==> src/rtl/lsu_pkg.sv <==
// Shared definitions for the load/store controller slice.
// Holds the datapath widths, the memory operation encoding, the controller
// state enum, bus size codes and small decode helpers used by lsu_ctrl.
package lsu_pkg;

  localparam int unsigned ADDR_WIDTH = 32;
  localparam int unsigned DATA_WIDTH = 32;
  localparam int unsigned REG_WIDTH  = 5;
  localparam int unsigned LSU_WIDTH  = 4;

  typedef enum logic [LSU_WIDTH-1:0] {
    LSU_NONE = 4'd0,
    LD_B     = 4'd1,
    LD_H     = 4'd2,
    LD_W     = 4'd3,
    LD_BU    = 4'd4,
    LD_HU    = 4'd5,
    ST_B     = 4'd6,
    ST_H     = 4'd7,
    ST_W     = 4'd8
  } lsu_op_e;

  typedef enum logic [1:0] {
    S_IDLE,
    S_REQ,
    S_WAIT
  } lsu_state_e;

  localparam logic [1:0] SIZE_B = 2'd0;
  localparam logic [1:0] SIZE_H = 2'd1;
  localparam logic [1:0] SIZE_W = 2'd2;

  // Codes 9..15 are unused and behave like LSU_NONE.
  function automatic logic is_mem_op(input logic [LSU_WIDTH-1:0] op);
    return (op >= LD_B) && (op <= ST_W);
  endfunction

  function automatic logic is_store_op(input logic [LSU_WIDTH-1:0] op);
    return (op >= ST_B) && (op <= ST_W);
  endfunction

  function automatic logic [1:0] op_size(input logic [LSU_WIDTH-1:0] op);
    case (op)
      LD_B, LD_BU, ST_B: return SIZE_B;
      LD_H, LD_HU, ST_H: return SIZE_H;
      default:           return SIZE_W;
    endcase
  endfunction

  function automatic logic is_misaligned(input logic [1:0] size, input logic [1:0] lsb);
    case (size)
      SIZE_H:  return lsb[0];
      SIZE_W:  return |lsb;
      default: return 1'b0;
    endcase
  endfunction

endpackage

==> src/rtl/lsu_load_align.sv <==
// Load data alignment: picks the addressed byte/half lane out of the bus
// word and sign- or zero-extends it according to the load opcode.
//   op_i     : memory operation code
//   addr_i   : low two address bits of the access
//   rdata_i  : raw word returned by the bus
//   result_o : register write-back value
module lsu_load_align
  import lsu_pkg::*;
(
  input  logic [LSU_WIDTH-1:0]  op_i,
  input  logic [1:0]            addr_i,
  input  logic [DATA_WIDTH-1:0] rdata_i,
  output logic [DATA_WIDTH-1:0] result_o
);

  logic [7:0]  byte_sel;
  logic [15:0] half_sel;

  always_comb begin
    byte_sel = rdata_i[{addr_i, 3'b000} +: 8];
    half_sel = addr_i[1] ? rdata_i[31:16] : rdata_i[15:0];
    case (op_i)
      LD_B:    result_o = {{24{byte_sel[7]}}, byte_sel};
      LD_BU:   result_o = {24'h0, byte_sel};
      LD_H:    result_o = {{16{half_sel[15]}}, half_sel};
      LD_HU:   result_o = {16'h0, half_sel};
      default: result_o = rdata_i;
    endcase
  end

endmodule

==> src/rtl/lsu_ctrl.sv <==
// Load/store unit controller between the EX stage, a request/response data
// bus and write-back. Non-memory and misaligned ops retire the next cycle;
// aligned memory ops go IDLE -> REQ (hold request until data_addr_ok) ->
// WAIT (until data_data_ok) -> IDLE, retiring one cycle later.
//   clock/reset         : rising-edge clock, synchronous active-high reset
//   ex_*                : instruction handed over by EX (ex_ready = accept)
//   data_*              : data bus request and response
//   wb_*                : single-cycle retirement record (wb_ale = misaligned)
module lsu_ctrl
  import lsu_pkg::*;
(
  input  logic                  clock,
  input  logic                  reset,
  input  logic                  ex_valid,
  output logic                  ex_ready,
  input  logic [ADDR_WIDTH-1:0] ex_pc,
  input  logic [DATA_WIDTH-1:0] ex_result,
  input  logic [DATA_WIDTH-1:0] ex_lsu_data,
  input  logic [LSU_WIDTH-1:0]  ex_lsu_op,
  input  logic                  ex_rd_wr_en,
  input  logic [REG_WIDTH-1:0]  ex_rd_wr_addr,
  output logic                  data_req,
  output logic                  data_wr,
  output logic [1:0]            data_size,
  output logic [ADDR_WIDTH-1:0] data_addr,
  output logic [3:0]            data_wstrb,
  output logic [DATA_WIDTH-1:0] data_wdata,
  input  logic                  data_addr_ok,
  input  logic                  data_data_ok,
  input  logic [DATA_WIDTH-1:0] data_rdata,
  output logic                  wb_valid,
  output logic [ADDR_WIDTH-1:0] wb_pc,
  output logic [DATA_WIDTH-1:0] wb_result,
  output logic                  wb_rd_wr_en,
  output logic [REG_WIDTH-1:0]  wb_rd_wr_addr,
  output logic                  wb_ale
);

  lsu_state_e state_q, state_d;

  // Op latched at acceptance; drives the bus and the eventual retirement.
  logic [LSU_WIDTH-1:0]  op_q;
  logic [ADDR_WIDTH-1:0] addr_q, pc_q;
  logic [DATA_WIDTH-1:0] wdata_q;
  logic [3:0]            wstrb_q;
  logic [1:0]            size_q;
  logic                  wr_q, rd_en_q;
  logic [REG_WIDTH-1:0]  rd_addr_q;

  logic                  wb_valid_q, wb_valid_d;
  logic                  wb_ale_q, wb_ale_d;
  logic                  wb_rd_wr_en_q, wb_rd_wr_en_d;
  logic [ADDR_WIDTH-1:0] wb_pc_q, wb_pc_d;
  logic [DATA_WIDTH-1:0] wb_result_q, wb_result_d;
  logic [REG_WIDTH-1:0]  wb_rd_wr_addr_q, wb_rd_wr_addr_d;

  logic [1:0]            ex_size;
  logic                  ex_mem, ex_mis, mem_accept;
  logic [3:0]            ex_wstrb;
  logic [DATA_WIDTH-1:0] ex_wdata, load_data;

  always_comb begin
    ex_size    = op_size(ex_lsu_op);
    ex_mem     = is_mem_op(ex_lsu_op);
    ex_mis     = ex_mem && is_misaligned(ex_size, ex_result[1:0]);
    mem_accept = (state_q == S_IDLE) && ex_valid && ex_mem && !ex_mis;
    case (ex_size)
      SIZE_B: begin
        ex_wstrb = 4'b0001 << ex_result[1:0];
        ex_wdata = {4{ex_lsu_data[7:0]}};
      end
      SIZE_H: begin
        ex_wstrb = 4'b0011 << ex_result[1:0];
        ex_wdata = {2{ex_lsu_data[15:0]}};
      end
      default: begin
        ex_wstrb = 4'b1111;
        ex_wdata = ex_lsu_data;
      end
    endcase
  end

  lsu_load_align u_load_align (
    .op_i     (op_q),
    .addr_i   (addr_q[1:0]),
    .rdata_i  (data_rdata),
    .result_o (load_data)
  );

  always_comb begin
    state_d         = state_q;
    wb_valid_d      = 1'b0;
    wb_ale_d        = wb_ale_q;
    wb_rd_wr_en_d   = wb_rd_wr_en_q;
    wb_pc_d         = wb_pc_q;
    wb_result_d     = wb_result_q;
    wb_rd_wr_addr_d = wb_rd_wr_addr_q;
    unique case (state_q)
      S_IDLE: begin
        if (ex_valid) begin
          if (ex_mem && !ex_mis) begin
            state_d = S_REQ;
          end else begin
            // Non-memory or misaligned: retire directly, no bus traffic.
            wb_valid_d      = 1'b1;
            wb_ale_d        = ex_mis;
            wb_rd_wr_en_d   = ex_rd_wr_en && !ex_mis;
            wb_pc_d         = ex_pc;
            wb_result_d     = ex_result;
            wb_rd_wr_addr_d = ex_rd_wr_addr;
          end
        end
      end
      S_REQ: begin
        if (data_addr_ok) state_d = S_WAIT;
      end
      S_WAIT: begin
        if (data_data_ok) begin
          state_d         = S_IDLE;
          wb_valid_d      = 1'b1;
          wb_ale_d        = 1'b0;
          wb_rd_wr_en_d   = rd_en_q && !wr_q;
          wb_pc_d         = pc_q;
          wb_result_d     = wr_q ? addr_q : load_data;
          wb_rd_wr_addr_d = rd_addr_q;
        end
      end
      default: state_d = S_IDLE;
    endcase
  end

  always_ff @(posedge clock) begin
    if (reset) begin
      state_q         <= S_IDLE;
      wb_valid_q      <= 1'b0;
      wb_ale_q        <= 1'b0;
      wb_rd_wr_en_q   <= 1'b0;
      wb_pc_q         <= '0;
      wb_result_q     <= '0;
      wb_rd_wr_addr_q <= '0;
    end else begin
      state_q         <= state_d;
      wb_valid_q      <= wb_valid_d;
      wb_ale_q        <= wb_ale_d;
      wb_rd_wr_en_q   <= wb_rd_wr_en_d;
      wb_pc_q         <= wb_pc_d;
      wb_result_q     <= wb_result_d;
      wb_rd_wr_addr_q <= wb_rd_wr_addr_d;
    end
  end

  always_ff @(posedge clock) begin
    if (reset) begin
      op_q      <= '0;
      addr_q    <= '0;
      pc_q      <= '0;
      wdata_q   <= '0;
      wstrb_q   <= '0;
      size_q    <= '0;
      wr_q      <= 1'b0;
      rd_en_q   <= 1'b0;
      rd_addr_q <= '0;
    end else if (mem_accept) begin
      op_q      <= ex_lsu_op;
      addr_q    <= ex_result;
      pc_q      <= ex_pc;
      wdata_q   <= ex_wdata;
      wstrb_q   <= ex_wstrb;
      size_q    <= ex_size;
      wr_q      <= is_store_op(ex_lsu_op);
      rd_en_q   <= ex_rd_wr_en;
      rd_addr_q <= ex_rd_wr_addr;
    end
  end

  assign ex_ready      = (state_q == S_IDLE);
  assign data_req      = (state_q == S_REQ);
  assign data_wr       = wr_q;
  assign data_size     = size_q;
  assign data_addr     = addr_q;
  assign data_wstrb    = wstrb_q;
  assign data_wdata    = wdata_q;
  assign wb_valid      = wb_valid_q;
  assign wb_ale        = wb_ale_q;
  assign wb_rd_wr_en   = wb_rd_wr_en_q;
  assign wb_pc         = wb_pc_q;
  assign wb_result     = wb_result_q;
  assign wb_rd_wr_addr = wb_rd_wr_addr_q;

endmodule

==> config.mk <==
export PLATFORM = sky130hd
export DESIGN_NAME = lsu_ctrl
export DESIGN_NICKNAME = d
export VERILOG_FILES = /design/src/rtl/lsu_pkg.sv /design/src/rtl/lsu_load_align.sv /design/src/rtl/lsu_ctrl.sv
export SDC_FILE = /design/constraint.sdc
export NUM_CORES = 1
export LEC_CHECK = 0
export ABC_AREA = 1
export BUFFER_PORTS_ARGS = -buffer_cell sky130_fd_sc_hd__buf_2
export CORE_MARGIN = 1.5
export CORE_UTILIZATION = 51
export DETAILED_ROUTE_END_ITERATION = 6
export PLACE_DENSITY_LB_ADDON = 0.1
export SYNTH_ARGS = -nofsm -noshare
export SYNTH_HDL_FRONTEND = slang
export SYNTH_SLANG_ARGS = --single-unit
==> constraint.sdc <==
create_clock -name clock -period 2 [get_ports clock]
set_clock_uncertainty 0.2 [all_clocks]
set_input_delay 0.1 -clock clock [delete_from_list [all_inputs] [get_ports clock]]
set_output_delay 0.1 -clock clock [all_outputs]
set_load 0.02 [all_outputs]
==> summary.txt, run 1 <==
Pwr
  • Total power: 10.6 mW
  • P_int: 7.01 mW
  • Max VDD drop: 0.658 mV
  • Switching Share: 0.337
  • Pwr dens: 821 nW/um^2
  • Leak pwr: 6.24 nW
  • Combinational cell fraction of total power: 0.272
  • Clk network pwr share: 0.323
  • Sequential share of power: 0.406
  • Net Sw Power: around 3.6 mW

Synthesis
  • Adder-cell area share of the yosys netlist: 0
  • Post-synthesis compound-gate area fraction: 0.242
  • Post-Syn Instances: 1364
  • Post-synthesis mux area share: 0
  • Synthesis-stage register bit count: 187
  • Cell variety after synth: 26
  • Syn_area_per_cell: 6.51 um^2
  • Main combinational cell family by area after synthesis: compound AO/OA/AOI/OAI gates
  • Synth warnings: 0
  • Syn Nets: 1507
  • Post-Synth XOR/XNOR Area: 0
  • Cell Area, Synth: around 8900 um^2
  • Post-Synth Simple-Gate Area: 0.239
  • Seq/Total Area, Yosys: 0.422

Route
  • DRC viols: 0
  • Total iterations of the first detailed-routing run: 6
  • Detail Route Antenna Nets: 0
  • Avg WL per Cell: 14.5 um
  • Initial drt markers: 840
  • WL final: between 20000 and 30000 um
  • Via count: 10.5k
  • Vias/cell: 5.21

Layout
  • Final instance area: ~13000 um^2
  • Commonest non-fill, non-tap cell in the layout: nand2_1
  • Most frequent cells in the layout: nand2_1 (310), buf_2 (287), o21ai_0 (231)
  • Final Net Count: 1918
  • Layout fillers: 1361
  • Finished Layout Cells: between 2k and 2.5k
  • Layout area overhead: 45.0%
  • Share of cells above drive strength 1: 0.230

Placement
  • DP Worst Slack: -0.0508 ns
  • Detailed Place HPWL: 18100 um
  • Routability cong.: 0.902
  • Placed cell area: approximately 11000 um^2
  • Dpl cells: 1836
  • Buffers added on ports: 287

Setup path
  • CP Capture Type: flip-flop
  • Crit path required time: between 2 and 2.5 ns
  • Reg2reg start: state_q[1]
  • Worst stage delay on the critical path: 0.39 ns
  • Crit path cell chain: nand2_4 > or2_4 > o21ai_2 > nor3_1 > buf_4 > nand2_8 > bufbuf_16 > nand2_1 > a21oi_1
  • Buf+Inv Stages, Crit Path: 2
  • Worst Setup SP: state_q[1]
  • WP data arrival: 2.06 ns
  • FF-to-FF setup slack: 0.10 ns
  • CP delay by family, top: simple AND/OR/NAND/NOR gates
  • Slowest-stage cell, CP: dfxtp_2
  • CP Class: reg -> reg
  • Crit-path max FO: 27
  • Crit start category: flip-flop

Floorplanning
  • Die area: 18200 um^2
  • Placement Rows: 48
  • Core Region: approximately 17000 um^2
  • Initial core utilization: 0.517
  • Width of the die: approximately 130 um
  • Die Height: 135 um
  • IO Pins: approximately 290

GRT
  • Initial antenna violation count: 1
  • GRT overflow: 0
  • Vias in the first global route: 9454
  • Largest net degree at the start of global routing: 95
  • First-pass GRT wire length: between 40000 and 50000 um
  • Total Routing Usage GR: 0.309

Timing
  • Fin. max-slew vios: 0
  • Fin crit period: 1.90 ns
  • Maximum clock frequency: 0.527 GHz
  • Actual slew at the worst max-slew pin: around 0.55 ns
  • Fin. Hold Viols: 0
  • Crit share post-route: 0.950
  • RSZ-0062 raised after global routing: true
  • Slew margin rel.: 0.632
  • Setup ws final: 0.101 ns
  • Final Setup Violations: 0

Clocking
  • CTS Sinks: around 190
  • Root Buffer: clkbuf_16
  • Clk buf depth: 2
  • # H-tree levels: 4
  • Worst-Skew Late Latency: 0.43 ns
  • Cts bufs inserted: 17
  • CTS tree: done
  • CTS clk-pin slew, worst paths: approximately 0.070 ns

Run status
  • Status: finished clean

Worst hold path
  • Hold Crit Start: ex_lsu_op[3]
  • Hold Path Class: in -> reg

Run
  • Maxcap violations: 0
## synthesized netlist by cell type (all sizes together)
master / n / area (um^2)
nand3: 15 / 80.1
clkbuf: 52 / 196
a21oi: 158 / 791
nand4: 8 / 50.1
clkinv: 2 / 7.51
buf: 39 / 225
or2: 5 / 31.3
o21ai: 256 / 1280
o211ai: 9 / 67.6
dfxtp: 187 / 3740
inv: 116 / 435
nor3: 1 / 5.00
nor2: 199 / 757
nand2: 317 / 1200
## repair_timing
| item | 4_1_cts | 5_1_grt |
|---|---|---|
| cloned | 1 | 2 |
| endpoints found under the setup margin | 40 | 123 |
| pin swaps | 0 | 3 |
| resized for setup | 5 | 29 |
| setup buffers | 0 | 4 |
| hold buffers | 138 | 1 |
| endpoints found under the hold margin | 184 | 1 |
## layout make-up
cell class                 count  area (um^2)  share of cell area
clock buffer                  18          429              0.0334
clock inverter                14          161              0.0125
inverter                     118          449              0.0349
sequential                   187         3750               0.291
timing repair buffer         483         3470               0.269
tap                          225          282              0.0219
multi-input combinational    968         4330               0.337
antenna                        1         2.50            0.000195
## worst paths after layout
path | cells after the start | to
min reg2reg | 2 | pc_q[18]
max | 9 | data_wdata[11]
min | 6 | state_q[1]
max reg2reg | 9 | data_wdata[11]
## flip-flops by register name, indices dropped and copies added (netlist names)
register       count
data_wstrb         4
data_wdata        32
data_wr            1
wb_result         32
rd_en_q            1
wb_ale             1
state_q            2
rd_addr_q          5
pc_q              32
wb_pc             32
wb_valid           1
wb_rd_wr_addr      5
data_addr         32
wb_rd_wr_en        1
op_q               4
data_size          2
## metal layers
metal	vias to the layer above	track usage	routed length [um]	share of wire
li1	5217	-	-	-
met1	4697	0.387	12200	0.42
met2	479	0.510	13700	0.47
met3	98	0.0694	2420	0.083
met4	0	0.137	951	0.032
met5	-	0	0	0
## power groups by stage
stage          sequential, mW  combinational (mW)  clock, mW
6_report                 4.28                2.87       3.41
5_1_grt                  4.32                3.14       3.60
4_1_cts                  4.28                2.76       3.44
3_5_place_dp             4.36                2.51          0
3_3_place_gp             4.35                2.48          0
2_1_floorplan            4.72                1.21          0
## tightest hold or removal path, delay by kind of cell
kind / cells / cell delay [ns]
AO/OA/AOI/OAI: 2 / 0.14
buffers and inverters: 1 / 0.12
AND/OR/NAND/NOR: 3 / 0.25
## through the flow
step	setup TNS, ns	utilization	hold WS (ns)
6_report	0	0.749	0.0163
3_3_place_gp	-0.0457	0.624	0.162
2_1_floorplan	0	-	0.0435
5_1_grt	-0.0959	0.749	0.0774
4_1_cts	0	0.741	0.00554
3_5_place_dp	-0.583	0.624	0.168
## cells by family (layout without fill, tap and decap cells)
family,count (synthesis),in the layout
AO/OA/AOI/OAI,423,423
buffers and inverters,209,633
flip-flops,187,187
other,0,1
AND/OR/NAND/NOR,545,545
Power figures use the tool's default switching activity.
==> run 2: changes to the inputs <==
--- a/config.mk
+++ b/config.mk
@@ -7,7 +7,7 @@
 export LEC_CHECK = 0
 export ABC_AREA = 1
 export BUFFER_PORTS_ARGS = -buffer_cell sky130_fd_sc_hd__buf_2
-export CORE_MARGIN = 1.5
+export CORE_MARGIN = 2
 export CORE_UTILIZATION = 51
 export DETAILED_ROUTE_END_ITERATION = 6
 export PLACE_DENSITY_LB_ADDON = 0.1
==> summary.txt, run 2 (synthesis gave the netlist of run 1 again) <==
Run status
  • Status: finished clean (unchanged)

Setup path
  • CP delay by family, top: buffers and inverters (was simple AND/OR/NAND/NOR gates)
  • Crit-path max FO: 7 (was 27)
  • CP Class: reg -> reg (unchanged)
  • Most frequent CP cell: buf_4
  • Crit path cell chain: buf_4 > nor2_4 > inv_1 > o21ai_2 > nor3_1 > buf_4 > nand2_8 > clkinvlp_4 > buf_12 > clkbuf_16 > o21ai_0 > a21oi_1 (was nand2_4 > or2_4 > o21ai_2 > nor3_1 > buf_4 > nand2_8 > bufbuf_16 > nand2_1 > a21oi_1)
  • WP data arrival: 2.06 ns (about the same)
  • Slowest-stage cell, CP: dfxtp_2 (unchanged)
  • Crit start category: flip-flop (unchanged)
  • Crit path required time: 2.11 ns (was 2.16 ns)
  • Worst stage delay on the critical path: 0.32 ns (was 0.39 ns)
  • Buf+Inv Stages, Crit Path: 6 (was 2)
  • CP Capture Type: flip-flop (unchanged)

GRT
  • GRT overflow: 0 (unchanged)
  • First-pass GRT wire length: 45000 um (was 45500 um)
  • Largest net degree at the start of global routing: 74 (was 95)
  • Total Routing Usage GR: 0.302 (was 0.309)
  • Vias in the first global route: 9319 (was 9454)
  • Initial antenna violation count: 4 (was 1)

Timing
  • Hold_ws: 0.0335 ns (was 0.0163 ns)
  • Maximum clock frequency: 0.512 GHz (was 0.527 GHz)
  • Fin crit period: 1.95 ns (was 1.90 ns)
  • Setup ws final: 0.0452 ns (was 0.101 ns)
  • Fin. Hold Viols: 0 (unchanged)
  • Crit share post-route: 0.977 (was 0.950)
  • Final Setup Violations: 0 (unchanged)
  • Fin. max-slew vios: 0 (unchanged)
  • Total negative setup slack: 0 ns (unchanged)
  • Slew margin rel.: 0.661 (was 0.632)
  • Actual slew at the worst max-slew pin: 0.509 ns (was 0.552 ns)

Floorplanning
  • Die Height: 136 um (was 135 um)
  • Die area: 18500 um^2 (was 18200 um^2)
  • Width of the die: 136 um (was 135 um)
  • Placement Rows: 48 (unchanged)
  • Initial core utilization: 0.517 (unchanged)
  • Core Region: 17200 um^2 (unchanged)
  • IO Pins: 288 (unchanged)

Clocking
  • Cts bufs inserted: 17 (unchanged)
  • Worst-Skew Late Latency: 0.44 ns (was 0.43 ns)
  • Root Buffer: clkbuf_16 (unchanged)
  • # H-tree levels: 4 (unchanged)
  • Clk buf depth: 2 (unchanged)
  • CTS clk-pin slew, worst paths: 0.08 ns (was 0.07 ns)
  • CTS tree: done (unchanged)
  • CTS Sinks: 187 (unchanged)

Pwr
  • Leak pwr: 6.24 nW (about the same)
  • Total power: 10.5 mW (was 10.6 mW)
  • Switching Share: 0.340 (was 0.337)
  • Sequential share of power: 0.409 (was 0.406)
  • Combinational cell fraction of total power: 0.274 (was 0.272)
  • Pwr dens: 813 nW/um^2 (was 821 nW/um^2)
  • Clk network pwr share: 0.317 (was 0.323)
  • P_int: 6.92 mW (was 7.01 mW)
  • Net Sw Power: 3.56 mW (about the same)
  • Max VDD drop: 0.676 mV (was 0.658 mV)

Layout
  • Post-Route Utilization: 0.751 (was 0.749)
  • Commonest non-fill, non-tap cell in the layout: nand2_1 (unchanged)
  • Share of cells above drive strength 1: 0.233 (was 0.230)
  • Final Net Count: 1925 (was 1918)
  • Most frequent cells in the layout: nand2_1 (310), buf_2 (286), o21ai_0 (225) (was nand2_1 (310), buf_2 (287), o21ai_0 (231))
  • Final instance area: 12900 um^2 (about the same)
  • Finished Layout Cells: 2022 (was 2014)
  • Layout area overhead: 45.3% (was 45.0%)

Worst hold path
  • Hold Path Class: in -> reg (unchanged)

Route
  • Avg WL per Cell: 14.5 um (about the same)
  • Total iterations of the first detailed-routing run: 5 (was 6)
  • Via count: 10.5k (about the same)
  • WL final: 29300 um (about the same)
  • DRC viols: 0 (unchanged)
  • Vias/cell: 5.19 (was 5.21)
  • Initial drt markers: 812 (was 840)
  • Detail Route Antenna Nets: 0 (unchanged)

Placement
  • Routability cong.: 0.936 (was 0.902)
  • Dpl cells: 1845 (was 1836)
  • Placed cell area: 10800 um^2 (was 10700 um^2)
  • Detailed Place HPWL: 18900 um (was 18100 um)
  • Buffers added on ports: 287 (unchanged)
  • DP Worst Slack: 0.00813 ns (was -0.0508 ns)

Run
  • Maxcap violations: 0 (unchanged)
## run 2: cell types whose count changed in the layout (fill, tap and decap cells not counted), moves of 3 or more
cell / change
buf_4: +6
clkinvlp_4: +3
inv_8: +3
o21ai_0: -6
o21ai_1: +4
## run 2: worst reg2reg max path, stage by stage, from the launching register on
cell,delay (ns)
dfxtp_2,0.32
buf_4,0.14
nor2_4,0.09
inv_1,0.07
o21ai_2,0.12
nor3_1,0.06
buf_4,0.15
nand2_8,0.08
clkinvlp_4,0.13
buf_12,0.16
clkbuf_16,0.16
o21ai_0,0.08
a21oi_1,0.08
## run 2: area by class of cell
class | count | area [um^2]
multi-input cells | 968 | 4330
fillers | 1399 | 4280
flip-flops and latches | 187 | 3750
repair buffers | 490 | 3500
inverters | 118 | 455
clock buffers | 19 | 443
well taps | 225 | 282
clock inverters | 13 | 130
diodes | 2 | 5.00
## run 2: path summary, 6_finish.rpt
check	slack, ns	from	end	cells after the start
worst min-delay path	0.03	reset	wb_valid	3
worst max-delay path	0.05	state_q[0]	data_wdata[27]	12
worst max register to register	0.05	state_q[0]	data_wdata[27]	12
worst min register to register	0.25	pc_q[18]	pc_q[18]	2
## run 2: what timing repair did
item	in CTS	in global routing
hold buffers	139	0
resized for setup	1	41
pin swaps	0	4
setup buffers	0	2
endpoints found under the setup margin	2	158
endpoints found under the hold margin	183	0
gates cloned	0	2
## run 2: power by group through the flow
stage | Sequential (mW) | Combinational (mW) | Clock (mW)
floorplan | 4.72 | 1.21 | 0
global placement | 4.36 | 2.50 | 0
detailed placement | 4.36 | 2.53 | 0
CTS | 4.28 | 2.75 | 3.37
global route | 4.33 | 3.15 | 3.53
finish | 4.29 | 2.87 | 3.32
## run 2: per-layer routing
| metal | vias to the layer above | routed length [um] | global-route usage |
|---|---|---|---|
| met5 | - | 11 | 0 |
| met2 | 440 | 13600 | 0.490 |
| met3 | 79 | 2370 | 0.0690 |
| li1 | 5227 | - | - |
| met1 | 4739 | 12500 | 0.396 |
| met4 | 2 | 850 | 0.108 |
==> run 3: changes to the inputs <==
==> constraint.sdc (replaced) <==
create_clock -name clock -period 2 [get_ports clock]
set_clock_uncertainty 0.2 [all_clocks]
set_input_delay 0.3 -clock clock [delete_from_list [all_inputs] [get_ports clock]]
set_output_delay 0.3 -clock clock [all_outputs]
set_load 0.02 [all_outputs]
==> summary.txt, run 3 (synthesis gave the netlist of run 1 again) <==
Run status
  • Status: finished, violations left (was finished clean)
  • Failing checks: hold timing

Pwr
  • Sequential share of power: 0.405 (was 0.409)
  • Max VDD drop: 0.674 mV (was 0.676 mV)
  • Clk network pwr share: 0.319 (was 0.317)
  • Pwr dens: 843 nW/um^2 (was 813 nW/um^2)
  • P_int: 7.07 mW (was 6.92 mW)
  • Combinational cell fraction of total power: 0.277 (was 0.274)
  • Leak pwr: 6.15 nW (was 6.24 nW)
  • Switching Share: 0.333 (was 0.340)
  • Net Sw Power: 3.53 mW (was 3.56 mW)

Setup path
  • Crit-path max FO: 18 (was 7)
  • Reg2reg start: state_q[0] (unchanged)
  • Crit start category: flip-flop (unchanged)
  • Crit path required time: 2.16 ns (was 2.11 ns)
  • Crit path cell chain: inv_2 > nand2_4 > or2_2 > o21ai_2 > nor3_2 > buf_4 > nand2_8 > buf_8 > buf_12 > o21ai_0 > a21oi_1 (was buf_4 > nor2_4 > inv_1 > o21ai_2 > nor3_1 > buf_4 > nand2_8 > clkinvlp_4 > buf_12 > clkbuf_16 > o21ai_0 > a21oi_1)
  • Slowest-stage cell, CP: dfxtp_1 (was dfxtp_2)
  • CP Class: reg -> reg (unchanged)
  • WP data arrival: 2.09 ns (was 2.06 ns)
  • Worst stage delay on the critical path: 0.32 ns (about the same)
  • CP Capture Type: flip-flop (unchanged)
  • Worst Setup SP: state_q[0] (unchanged)

Placement
  • Routability cong.: 0.912 (was 0.936)
  • Dpl cells: 1852 (was 1845)
  • Buffers added on ports: 287 (unchanged)
  • Placed cell area: 10900 um^2 (was 10800 um^2)
  • DP Worst Slack: -0.140 ns (was 0.00813 ns)
  • Detailed Place HPWL: 18600 um (was 18900 um)

Floorplanning
  • Die area: 18500 um^2 (unchanged)
  • Width of the die: 136 um (unchanged)
  • Core Region: 17200 um^2 (unchanged)
  • IO Pins: 288 (unchanged)
  • Die Height: 136 um (unchanged)
  • Initial core utilization: 0.517 (unchanged)
  • Placement Rows: 48 (unchanged)

Worst hold path
  • Hold Path Class: in -> reg (unchanged)
  • Hold Crit Start: ex_pc[25] (was reset)

GRT
  • Total Routing Usage GR: 0.292 (was 0.302)
  • Gr busiest metal: met2 (unchanged)
  • Met2 Usage GRT: 0.480 (was 0.490)
  • Initial antenna violation count: 4 (unchanged)
  • Met3 Use GR: 0.0723 (was 0.0690)
  • GRT overflow: 0 (unchanged)
  • Largest net degree at the start of global routing: 89 (was 74)
  • GR Layer Usage met1: 0.384 (was 0.396)
  • First-pass GRT wire length: 43600 um (was 45000 um)
  • Vias in the first global route: 8849 (was 9319)

Timing
  • Setup ws final: 0.0717 ns (was 0.0452 ns)
  • Fin. max-slew vios: 0 (unchanged)
  • Actual slew at the worst max-slew pin: 0.545 ns (was 0.509 ns)
  • Final Setup Violations: 0 (unchanged)
  • Crit share post-route: 0.964 (was 0.977)
  • Total negative setup slack: 0 ns (unchanged)
  • Fin. Hold Viols: 2 (was 0)
  • Fin crit period: 1.93 ns (was 1.95 ns)
  • Maximum clock frequency: 0.519 GHz (was 0.512 GHz)
  • Hold_ws: -0.0219 ns (was 0.0335 ns)
  • Slew margin rel.: 0.636 (was 0.661)
  • RSZ-0062 raised after global routing: true

Route
  • WL final: 29200 um (was 29300 um)
  • Total iterations of the first detailed-routing run: 6 (was 5)
  • Vias/cell: 5.17 (was 5.19)
  • Via count: 10.2k (was 10.5k)
  • DRC viols: 0 (unchanged)
  • Detail Route Antenna Nets: 0 (unchanged)
  • Avg WL per Cell: 14.8 um (was 14.5 um)
  • Initial drt markers: 740 (was 812)

Layout
  • Commonest non-fill, non-tap cell in the layout: nand2_1 (unchanged)
  • Register area: 3750 um^2 (about the same)
  • Share of cells above drive strength 1: 0.245 (was 0.233)
  • Layout fillers: 1470 (was 1399)
  • Finished Layout Cells: 1975 (was 2022)
  • Footprint of the multi-input gates: 4320 um^2 (was 4330 um^2)
  • Final Net Count: 1877 (was 1925)
  • Final instance area: 12600 um^2 (was 12900 um^2)
  • Layout area overhead: 41.8% (was 45.3%)
  • Most frequent cells in the layout: nand2_1 (310), buf_2 (287), o21ai_0 (210) (was nand2_1 (310), buf_2 (286), o21ai_0 (225))

Clocking
  • CTS clk-pin slew, worst paths: 0.07 ns (was 0.08 ns)
  • Root Buffer: clkbuf_16 (unchanged)
  • Clk buf depth: 2 (unchanged)
  • # H-tree levels: 4 (unchanged)
  • Worst-Skew Late Latency: 0.43 ns (was 0.44 ns)
  • Cts bufs inserted: 17 (unchanged)
  • CTS Sinks: 187 (unchanged)
  • CTS tree: done (unchanged)

Run
  • Maxcap violations: 0 (unchanged)
[run 3: changes by cell type in the layout (fill, tap and decap cells not counted), sizes merged]
cell and change:
dlygate4sd3 -61, buf +8, clkbuf +5, clkinv -2
bufbuf +1, bufinv +1, clkinvlp -1, diode +1
inv +1
[run 3: per-stage QoR]
stage,power [mW],utilization
final,10.6,0.733
after floorplan,5.93,-
after detailed placement,6.95,0.635
after CTS,10.5,0.716
after global placement,6.90,0.635
after global routing,11.1,0.732
[run 3: area by class of cell]
type	count	share of cell area
clock inverter	12	0.0106
tap	225	0.0224
clock buffer	20	0.0355
multi-input combinational	968	0.343
timing repair buffer	442	0.254
inverter	118	0.0359
antenna	3	0.000597
sequential	187	0.298
[run 3: power by group through the flow]
stage / combinational, mW / sequential, mW / clock, mW
global placement: 2.55 / 4.35 / 0
global route: 3.20 / 4.33 / 3.58
detailed placement: 2.58 / 4.36 / 0
CTS: 2.73 / 4.28 / 3.44
finish: 2.93 / 4.29 / 3.38
floorplan: 1.21 / 4.72 / 0
[run 3: repair_timing]
action | CTS | global route
gates resized for setup | 2 | 57
endpoints found under the hold margin | 99 | 0
setup endpoints to repair | 16 | 161
buffers inserted | 0 | 2
hold buffers | 78 | 0
pin swaps | 0 | 2
gates cloned | 1 | 7
[run 3: worst paths after layout]
path / endpoint / slack [ns] / cells past startpoint
worst max-delay path: pc_q[3] / 0.07 / 11
worst min-delay path: pc_q[25] / -0.02 / 3
worst max register to register: pc_q[3] / 0.07 / 11
worst min register to register: pc_q[29] / 0.25 / 2
[run 3: critical path: cells and delay by family (launching register included)]
kind	cells	cell delay (ns)
AO/OA/AOI/OAI	3	0.31
buffers and inverters	4	0.53
flip-flops	1	0.32
AND/OR/NAND/NOR	4	0.49
[run 3: per-layer routing]
layer | up-vias | part of all wire
li1 | 5137 | -
met1 | 4614 | 0.43
met2 | 412 | 0.47
met3 | 37 | 0.083
met4 | 2 | 0.015
met5 | - | 0.00038
